### config.mk
export PLATFORM = sky130hd
export DESIGN_NAME = cam_pwr_seq
export DESIGN_NICKNAME = d
export VERILOG_FILES = /design/src/rtl/cam_pwr_seq_pkg.sv /design/src/rtl/cam_pwr_seq.sv
export SDC_FILE = /design/constraint.sdc
export NUM_CORES = 1
export LEC_CHECK = 0
export ABC_AREA = 1
export CORE_ASPECT_RATIO = 1.5
export CORE_UTILIZATION = 45
export DETAILED_ROUTE_END_ITERATION = 8
export MAX_ROUTING_LAYER = met4
export PLACE_DENSITY = 0.75
export SYNTH_ARGS = -nofsm -noshare
export SYNTH_HDL_FRONTEND = slang
export SYNTH_SLANG_ARGS = --single-unit
### constraint.sdc
create_clock -name clk_100 -period 2.15 [get_ports clk_100]
set_input_delay 0.215 -clock clk_100 [delete_from_list [all_inputs] [get_ports clk_100]]
set_output_delay 0.215 -clock clk_100 [all_outputs]
set_load 0.02 [all_outputs]
### src/rtl/cam_pwr_seq_pkg.sv
// Shared types and default tick counts for the camera power sequencer.
// One tick is a single cycle of the 400kHz strobe (2.5us).
package cam_pwr_seq_pkg;

  localparam int SEQ_CNT_W = 20;

  typedef logic [SEQ_CNT_W-1:0] seq_cnt_t;

  typedef enum logic [2:0] {
    S_WAIT_RDY = 3'd0,
    S_PWR      = 3'd1,
    S_CAM_ON   = 3'd2,
    S_INIT     = 3'd3,
    S_RUN      = 3'd4,
    S_OFF      = 3'd5,
    S_FAULT    = 3'd6
  } cam_seq_state_t;

  typedef enum logic [1:0] {
    FLT_NONE     = 2'd0,
    FLT_IDLY_TO  = 2'd1,
    FLT_INIT_TO  = 2'd2,
    FLT_RDY_LOST = 2'd3
  } cam_fault_t;

  localparam int NUM_TICK_IDLY_TO = 4000;
  localparam int NUM_TICK_PWR     = 800000;
  localparam int NUM_TICK_I2C     = 800000;
  localparam int NUM_TICK_INIT_TO = 400000;
  localparam int NUM_TICK_OFF     = 40000;

  function automatic bit tick_limit_ok(int t);
    return (t >= 1) && (t <= 2**SEQ_CNT_W);
  endfunction

  // Counter value on which the T-th tick since state entry lands.
  function automatic seq_cnt_t tick_last(int t);
    return seq_cnt_t'(t - 1);
  endfunction

  function automatic logic cam_en_of(cam_seq_state_t s);
    return (s == S_CAM_ON) || (s == S_INIT) || (s == S_RUN);
  endfunction

  function automatic logic i2c_reset_of(cam_seq_state_t s);
    return !((s == S_INIT) || (s == S_RUN));
  endfunction

endpackage

### src/rtl/cam_pwr_seq.sv
// Camera bring-up sequencer: gates on IDELAYCTRL ready, times power and I2C
// release off the 400kHz strobe, and handles timeouts, ready loss and restart.
module cam_pwr_seq
  import cam_pwr_seq_pkg::*;
#(
  parameter int T_IDLY_TO = NUM_TICK_IDLY_TO,
  parameter int T_PWR     = NUM_TICK_PWR,
  parameter int T_I2C     = NUM_TICK_I2C,
  parameter int T_INIT_TO = NUM_TICK_INIT_TO,
  parameter int T_OFF     = NUM_TICK_OFF
) (
  input  logic       clk_100,
  input  logic       reset,
  input  logic       strobe_400kHz,
  input  logic       idelay_rdy,
  input  logic       i2c_init_done,
  input  logic       restart_req,
  output logic       cam_en,
  output logic       i2c_reset,
  output logic       seq_ready,
  output logic       seq_fault,
  output logic [1:0] fault_code,
  output logic [2:0] state_dbg
);

  if (!tick_limit_ok(T_IDLY_TO)) begin : g_chk_idly_to
    $error("cam_pwr_seq: T_IDLY_TO must be in 1..2^20");
  end
  if (!tick_limit_ok(T_PWR)) begin : g_chk_pwr
    $error("cam_pwr_seq: T_PWR must be in 1..2^20");
  end
  if (!tick_limit_ok(T_I2C)) begin : g_chk_i2c
    $error("cam_pwr_seq: T_I2C must be in 1..2^20");
  end
  if (!tick_limit_ok(T_INIT_TO)) begin : g_chk_init_to
    $error("cam_pwr_seq: T_INIT_TO must be in 1..2^20");
  end
  if (!tick_limit_ok(T_OFF)) begin : g_chk_off
    $error("cam_pwr_seq: T_OFF must be in 1..2^20");
  end

  localparam seq_cnt_t IDLY_TO_LAST = tick_last(T_IDLY_TO);
  localparam seq_cnt_t PWR_LAST     = tick_last(T_PWR);
  localparam seq_cnt_t I2C_LAST     = tick_last(T_I2C);
  localparam seq_cnt_t INIT_TO_LAST = tick_last(T_INIT_TO);
  localparam seq_cnt_t OFF_LAST     = tick_last(T_OFF);

  cam_seq_state_t state_q;
  cam_seq_state_t state_nxt;
  cam_fault_t     fault_q;
  cam_fault_t     fault_nxt;
  seq_cnt_t       seq_cnt;

  logic idly_to_done;
  logic pwr_done;
  logic i2c_done;
  logic init_to_done;
  logic off_done;

  // The single timer is shared, so each "elapsed" flag is only meaningful in its own state.
  assign idly_to_done = strobe_400kHz && (seq_cnt == IDLY_TO_LAST);
  assign pwr_done     = strobe_400kHz && (seq_cnt == PWR_LAST);
  assign i2c_done     = strobe_400kHz && (seq_cnt == I2C_LAST);
  assign init_to_done = strobe_400kHz && (seq_cnt == INIT_TO_LAST);
  assign off_done     = strobe_400kHz && (seq_cnt == OFF_LAST);

  always_comb begin
    state_nxt = state_q;
    fault_nxt = fault_q;
    if (restart_req && (state_q != S_OFF)) begin
      state_nxt = S_OFF;
      fault_nxt = FLT_NONE;
    end else begin
      case (state_q)
        S_WAIT_RDY: begin
          if (idelay_rdy) begin
            state_nxt = S_PWR;
          end else if (idly_to_done) begin
            state_nxt = S_FAULT;
            fault_nxt = FLT_IDLY_TO;
          end
        end
        S_PWR: begin
          if (!idelay_rdy) begin
            state_nxt = S_FAULT;
            fault_nxt = FLT_RDY_LOST;
          end else if (pwr_done) begin
            state_nxt = S_CAM_ON;
          end
        end
        S_CAM_ON: begin
          if (!idelay_rdy) begin
            state_nxt = S_FAULT;
            fault_nxt = FLT_RDY_LOST;
          end else if (i2c_done) begin
            state_nxt = S_INIT;
          end
        end
        S_INIT: begin
          if (!idelay_rdy) begin
            state_nxt = S_FAULT;
            fault_nxt = FLT_RDY_LOST;
          end else if (i2c_init_done) begin
            state_nxt = S_RUN;
          end else if (init_to_done) begin
            state_nxt = S_FAULT;
            fault_nxt = FLT_INIT_TO;
          end
        end
        S_RUN: begin
          if (!idelay_rdy) begin
            state_nxt = S_FAULT;
            fault_nxt = FLT_RDY_LOST;
          end
        end
        S_OFF: begin
          if (off_done) begin
            state_nxt = S_WAIT_RDY;
          end
        end
        S_FAULT: begin
          state_nxt = S_FAULT;
        end
        default: begin
          state_nxt = S_FAULT;
          fault_nxt = FLT_NONE;
        end
      endcase
    end
  end

  // Outputs are decoded from the next state so they change on the same edge as state_q.
  always_ff @(posedge clk_100 or posedge reset) begin
    if (reset) begin
      state_q   <= S_WAIT_RDY;
      fault_q   <= FLT_NONE;
      seq_cnt   <= '0;
      cam_en    <= 1'b0;
      i2c_reset <= 1'b1;
      seq_ready <= 1'b0;
      seq_fault <= 1'b0;
    end else begin
      state_q   <= state_nxt;
      fault_q   <= fault_nxt;
      cam_en    <= cam_en_of(state_nxt);
      i2c_reset <= i2c_reset_of(state_nxt);
      seq_ready <= (state_nxt == S_RUN);
      seq_fault <= (state_nxt == S_FAULT);
      if (state_nxt != state_q) begin
        seq_cnt <= '0;
      end else if (strobe_400kHz) begin
        seq_cnt <= seq_cnt + 1'b1;
      end
    end
  end

  assign fault_code = fault_q;
  assign state_dbg  = state_q;

endmodule

==> Word-level counts from Yosys, hierarchy flattened <==
Cells that the tools add are included.
{ "word_totals": {"reg_bits": 29, "inputBits": 6, "out_inout_bits": 9, "elab_cells": 67} }
{ "op_classes": {"n_addsub": 1, "eq_ne": 22, "muxes": 23, "reduce_logical": 14} }
{ "op_table": {"columns": ["operator", "n"], "rows": [
  ["$mux W20", 2],
  ["$mux W3", 12],
  ["$add A20 B1 Y20 const B", 1],
  ["$eq A20 B12 Y1 const B", 1],
  ["$eq A20 B16 Y1 const B", 1],
  ["$eq A20 B19 Y1 const B", 1],
  ["$eq A20 B20 Y1 const B", 1],
  ["$pmux W3 S6", 1],
  ["$eq A3 B3 Y1 const B", 5],
  ["$mux W2", 7],
  ["$eq A3 B2 Y1 const B", 4],
  ["$ne A3 B3 Y1 const B", 3],
  ["$ne A4 B4 Y1 const B", 2],
  ["$pmux W2 S4", 1],
  ["$reduce_and A6 Y1", 1],
  ["$logic_and A1 B1 Y1", 5],
  ["$eq A3 B1 Y1 const B", 1],
  ["$logic_not A3 Y1", 1],
  ["$logic_or A1 B1 Y1", 3],
  ["$ne A3 B2 Y1 const B", 1],
  ["$ne A3 B3 Y1", 1],
  ["$reduce_or A3 Y1", 1],
  ["$ne A2 B1 Y1 const B", 1],
  ["$reduce_bool A2 Y1", 1],
  ["2 further kinds", 2]
]} }

==> Longest topological paths before layout <==
{ "depth": {"word_depth": 10, "depth_mapped": 16} }

==> Least setup slack after synthesis <==
OpenSTA, ideal clock, no wires.
{ "synth_timing": {"path_kind": "reg2reg", "from": "reg seq_cnt[0]", "to": "reg seq_cnt[11]", "setup_time_ns": 0.121, "arrival_time_ns": 1.690, "t_required_ns": 2.029, "slack_ns": 0.339, "stages_incl_launch_ff": 14, "period_less_slack_ns": 1.811, "path_cell_list": "dfrtp_1 -> ha_1 -> nand3_2 -> nor2_4 -> nand3_2 -> nand2_1 -> nand2_1 -> nor2_2 -> nand3_2 -> nand2_1 -> nand2_1 -> nand2_2 -> buf_6 -> nor2_2"} }
{ "synth_between": {"elab_chain_cells": 9, "elab_cells_between_ends": 25, "classes_between": "add/sub (1); eq/ne (5); mux (14); reduce/logical (5)"} }
{ "synth_lines": {"columns": ["element", "line_no", "rtl"], "rows": [
  ["from (decl)", "cam_pwr_seq.sv:52", "seq_cnt_t seq_cnt;"],
  ["from (signal assigned)", "cam_pwr_seq.sv:152", "seq_cnt <= seq_cnt + 1'b1;"],
  ["$eq A20 B19 Y1", "cam_pwr_seq.sv:64", "assign init_to_done = strobe_400kHz && (seq_cnt == INIT_TO_LAST);"],
  ["$logic_and A1 B1 Y1", "cam_pwr_seq.sv:64", null],
  ["$mux W3", "cam_pwr_seq.sv:105", "end else if (init_to_done) begin"],
  ["$mux W3", "cam_pwr_seq.sv:103", "end else if (i2c_init_done) begin"],
  ["$mux W3", "cam_pwr_seq.sv:100", "if (!idelay_rdy) begin"],
  ["$pmux W3 S6 *", "cam_pwr_seq.sv:74", "case (state_q)"],
  ["$mux W3 *", "cam_pwr_seq.sv:70", "if (restart_req && (state_q != S_OFF)) begin"],
  ["named net state_nxt[0]", "cam_pwr_seq.sv:49", "cam_seq_state_t state_nxt;"],
  ["$ne A3 B3 Y1 *", "cam_pwr_seq.sv:149", "if (state_nxt != state_q) begin"],
  ["$mux W20 or $reduce_bool A2 Y1 (tied branches)", null, null]
]} }
Mark *: on every way through the listed nets, which the timed path passes. The rest lies on a longest branch. The select of a mux whose other input is x is not followed.
A chain may end at the register's enable or synchronous reset.

==> Worst setup path in the final report <==
{ "layout_timing": {"from": "reg seq_cnt[1]", "to": "reg seq_cnt[18]"} }
The elaborated chain is that of the path after synthesis.

==> qor.csv <==
stage;metric;value;unit
run_status;status;completed;
placed_design;DP Wirelength;2.970;mm
synthesis;sequential area share after synthesis;37.70;%
synthesis;Synth area leader;dfrtp_1;
finish;Post-Layout Cell Count;330;
routing;First-pass DRT Iterations;4;
timing;fin. max-slew vios;0;
grt;total gr overflow;0;
grt;first-pass GRT wire length;6.927;mm
grt;vias in the first global route;1628;
finish;post-layout util;58.70;%
clock_tree;CTS tree;done;
clock_tree;clock root buffer;clkbuf_8;
floorplanning;initial core utilization;47.86;%
synthesis;#FFs+latches synth;29;
synthesis;XOR/XNOR Fraction of Synth Area;8.631;%
setup_path;cell mode on critical path;nand2_1;
setup_path;Worst Path Buf+Inv;1;
timing;Slew @ Worst Pin;0.3642;ns
clock_tree;Inserted Clock Buffers;5;
power_and_ir_drop;worst ir drop on vdd;0.001040;V
timing;Tcrit/Tclk final;91.86;%
power_and_ir_drop;PD cells;1017;mW/mm^2
setup_path;CP max-delay cell;dfrtp_1;
grt;antenna violations before repair;0;
synthesis;Mean Syn Cell Area;7.621;um^2
floorplanning;FP Rows;28;
timing;highest clock rate;506.4;MHz
synthesis;simple-gate share of the synthesized area;42.12;%
finish;commonest non-fill, non-tap cell in the layout;nand2_1;
clock_tree;Clk Latency, worst-skew pair;0.28;ns
setup_path;Reg2Reg Setup Slack;0.18;ns
synthesis;Synth Area in Compound Gates;2.855;%
floorplanning;I/O pin cnt;15;
setup_path;Critical Path Source Type;flip-flop;
finish;Layout Nets;291;
grt;Global Route Usage Sum;20.16;%
synthesis;Synth warnings;0;
run;max-cap viol count;0;
synthesis;post-synth top area share;36.34;%
placed_design;Final GP Congestion;0.9479;
timing;count of final setup violators;0;
timing;Worst slew margin;75.72;%
power_and_ir_drop;leakage;1.042;nW
floorplanning;die area;0.004556;mm^2
setup_path;Req. time, crit path;2.32;ns
setup_path;ordered cell list for the critical path;ha_2 -> nand3_4 -> nor2_4 -> nand3_2 -> nand2_1 -> nand2_1 -> nor2_2 -> nand3_2 -> nand2_1 -> nand2_1 -> nand2_4 -> buf_12 -> nor2_2;
routing;drt first-iter violations;101;
setup_path;CP max FO;10;
floorplanning;die height;82.17;um
setup_path;Worst path max stage delay;0.37;ns
synthesis;syn_nets;260;
clock_tree;CTS Sinks;29;
power_and_ir_drop;Psw;0.0008997;W
routing;detailed-route via count;1692;
clock_tree;Max clock buf depth;2;
synthesis;Post-Synth Adder-Cell Area;0.6489;%
synthesis;count of cell types in the netlist;30;
clock_tree;H-tree Lvls;2;
power_and_ir_drop;switch share;37.42;%
finish;area added between synthesis and finish;22.65;%
timing;min cycle time layout;1.975;ns
routing;DRC viols;0;
routing;Final ANT Viol Nets;0;
power_and_ir_drop;clock share of power;24.1;%
synthesis;Post-Syn Instances;253;
routing;drt wl/cell;12.64;um
placed_design;I/O Buffers;14;
floorplanning;die width;55.45;um
setup_path;crit path from;seq_cnt[1]$_DFFE_PP0P_;
timing;worst setup margin;0.1751;ns
finish;# diodes;0;
placed_design;DP Cell Count;318;
synthesis;main combinational cell family by area after synthesis;simple AND/OR/NAND/NOR gates;
setup_path;CP Class;flip-flop to flip-flop;
synthesis;post-synthesis mux area share;0.5191;%
grt;largest net degree at the start of global routing;30;
setup_path;nature of the critical path endpoint;flip-flop;
routing;Via-to-Cell Ratio;5.127;
floorplanning;core box area;0.004029;mm^2
timing;final hold slack;0.3030;ns
finish;commonest non-fill, non-tap cells in the layout;49 x nand2_1, 39 x nor2_1, 28 x dfrtp_1;
setup_path;critical path's top delay family;simple AND/OR/NAND/NOR gates;
timing;final hold violation count;0;
synthesis;Syn Std Cell Area;0.001928;mm^2
setup_path;Worst Path Arrival;2.14;ns
timing;clock skew;0.008753;ns
clock_tree;Reg clk slew, reported paths;0.06;ns
finish;share of cells above drive strength 1;22.46;%
routing;WL final;4.171;mm
min_path;hold crit path type;input pin to async pin;
power_and_ir_drop;Sequential Power Share;29.3;%
power_and_ir_drop;internal power;0.001505;W
power_and_ir_drop;combinational share of power;46.6;%
placed_design;worst slack at placement;-0.03417;ns
setup_path;Crit Reg-Reg Startpoint;seq_cnt[1]$_DFFE_PP0P_;
synthesis;top post-synthesis cells by area;dfrtp_1 36%, nand2_1 9.5%, nor2_1 7.8%;
[worst reg2reg max path: stages, from the launching register on]
cell and delay (ns):
dfrtp_1 0.37, ha_2 0.21, nand3_4 0.12, nor2_4 0.17, nand3_2 0.13, nand2_1 0.09
nand2_1 0.06, nor2_2 0.15, nand3_2 0.09, nand2_1 0.07, nand2_1 0.08, nand2_4 0.12
buf_12 0.15, nor2_2 0.05
[flip-flops by register name, summed over array words and instances, names as in the netlist]
name and flops:
seq_cnt 20, state_dbg 3, fault_code 2, cam_en 1, i2c_reset 1, seq_fault 1, seq_ready 1
[power by group through the flow]
stage | logic (W) | registers, W | clock network [W]
after floorplan | 0.000597 | 0.000774 | 0
after global placement | 0.000932 | 0.000715 | 0
after detailed placement | 0.000948 | 0.000719 | 0
after CTS | 0.000956 | 0.000710 | 0.000590
after global routing | 0.00121 | 0.000714 | 0.000627
final | 0.00112 | 0.000705 | 0.000578
[layer usage]
| layer | vias to the layer above | share of wire, % | GRT usage, % |
|---|---|---|---|
| met5 | - | 0 | - |
| met3 | 12 | 3.4 | 4.517 |
| met4 | 0 | 2.9 | 10.00 |
| met2 | 45 | 54 | 37.23 |
| li1 | 857 | - | - |
| met1 | 778 | 40 | 20.10 |
[Yosys cell counts, drive strengths merged]
| cell type | n |
|---|---|
| xnor2 | 4 |
| mux2i | 1 |
| nor3 | 10 |
| nor2 | 65 |
| nand3 | 20 |
| a22oi | 1 |
| nand2 | 54 |
| dfrtp | 28 |
| xor2 | 15 |
| o21ai | 3 |
| buf | 5 |
| nand3b | 4 |
| inv | 28 |
| nand4 | 6 |
| dfstp | 1 |
| or2 | 1 |
| a21oi | 5 |
| o31ai | 1 |
| ha | 1 |
[through the flow]
stage / total power [W] / cell area, um^2 / setup TNS, ns
global placement: 0.001646 / 2180 / 0
floorplan: 0.001371 / 1928 / 0
global route: 0.002552 / 2365 / -0.1137
detailed placement: 0.001667 / 2180 / -0.4893
finish: 0.002404 / 2365 / 0
CTS: 0.002256 / 2296 / 0
[area by class of cell]
cell class                 count  area (um^2)
tap                           45        56.30
sequential                    29        726.9
inverter                      28        105.1
clock buffer                   7        86.33
multi-input combinational    191         1074
fill                         352         1664
timing repair buffer          29        286.5
clock inverter                 1        30.03
[final timing paths]
kind                       cells after the start                   endpoint
min in group clk_100                           2  fault_code[1]$_DFFE_PP0P_
min                                            3     seq_cnt[6]$_DFFE_PP0P_
max                                           13    seq_cnt[18]$_DFFE_PP0P_
max in group asynchronous                      3        i2c_reset$_DFF_PP1_
max reg2reg                                   13    seq_cnt[18]$_DFFE_PP0P_
min reg2reg                                    2  fault_code[1]$_DFFE_PP0P_
[kinds of logic after synthesis]
family,after synthesis
flops,29
buf+inv,33
xor+xnor,19
mux,1
fa+ha+maj,1
compound gates,10
simple gates,160
[timing repair]
item | CTS | global route
setup buffers | 0 | 2
hold buffers | 0 | 0
endpoints found under the hold margin | 0 | 0
setup endpoints to repair | 0 | 20
resized for setup | 0 | 4
Power figures use the tool's default switching activity.
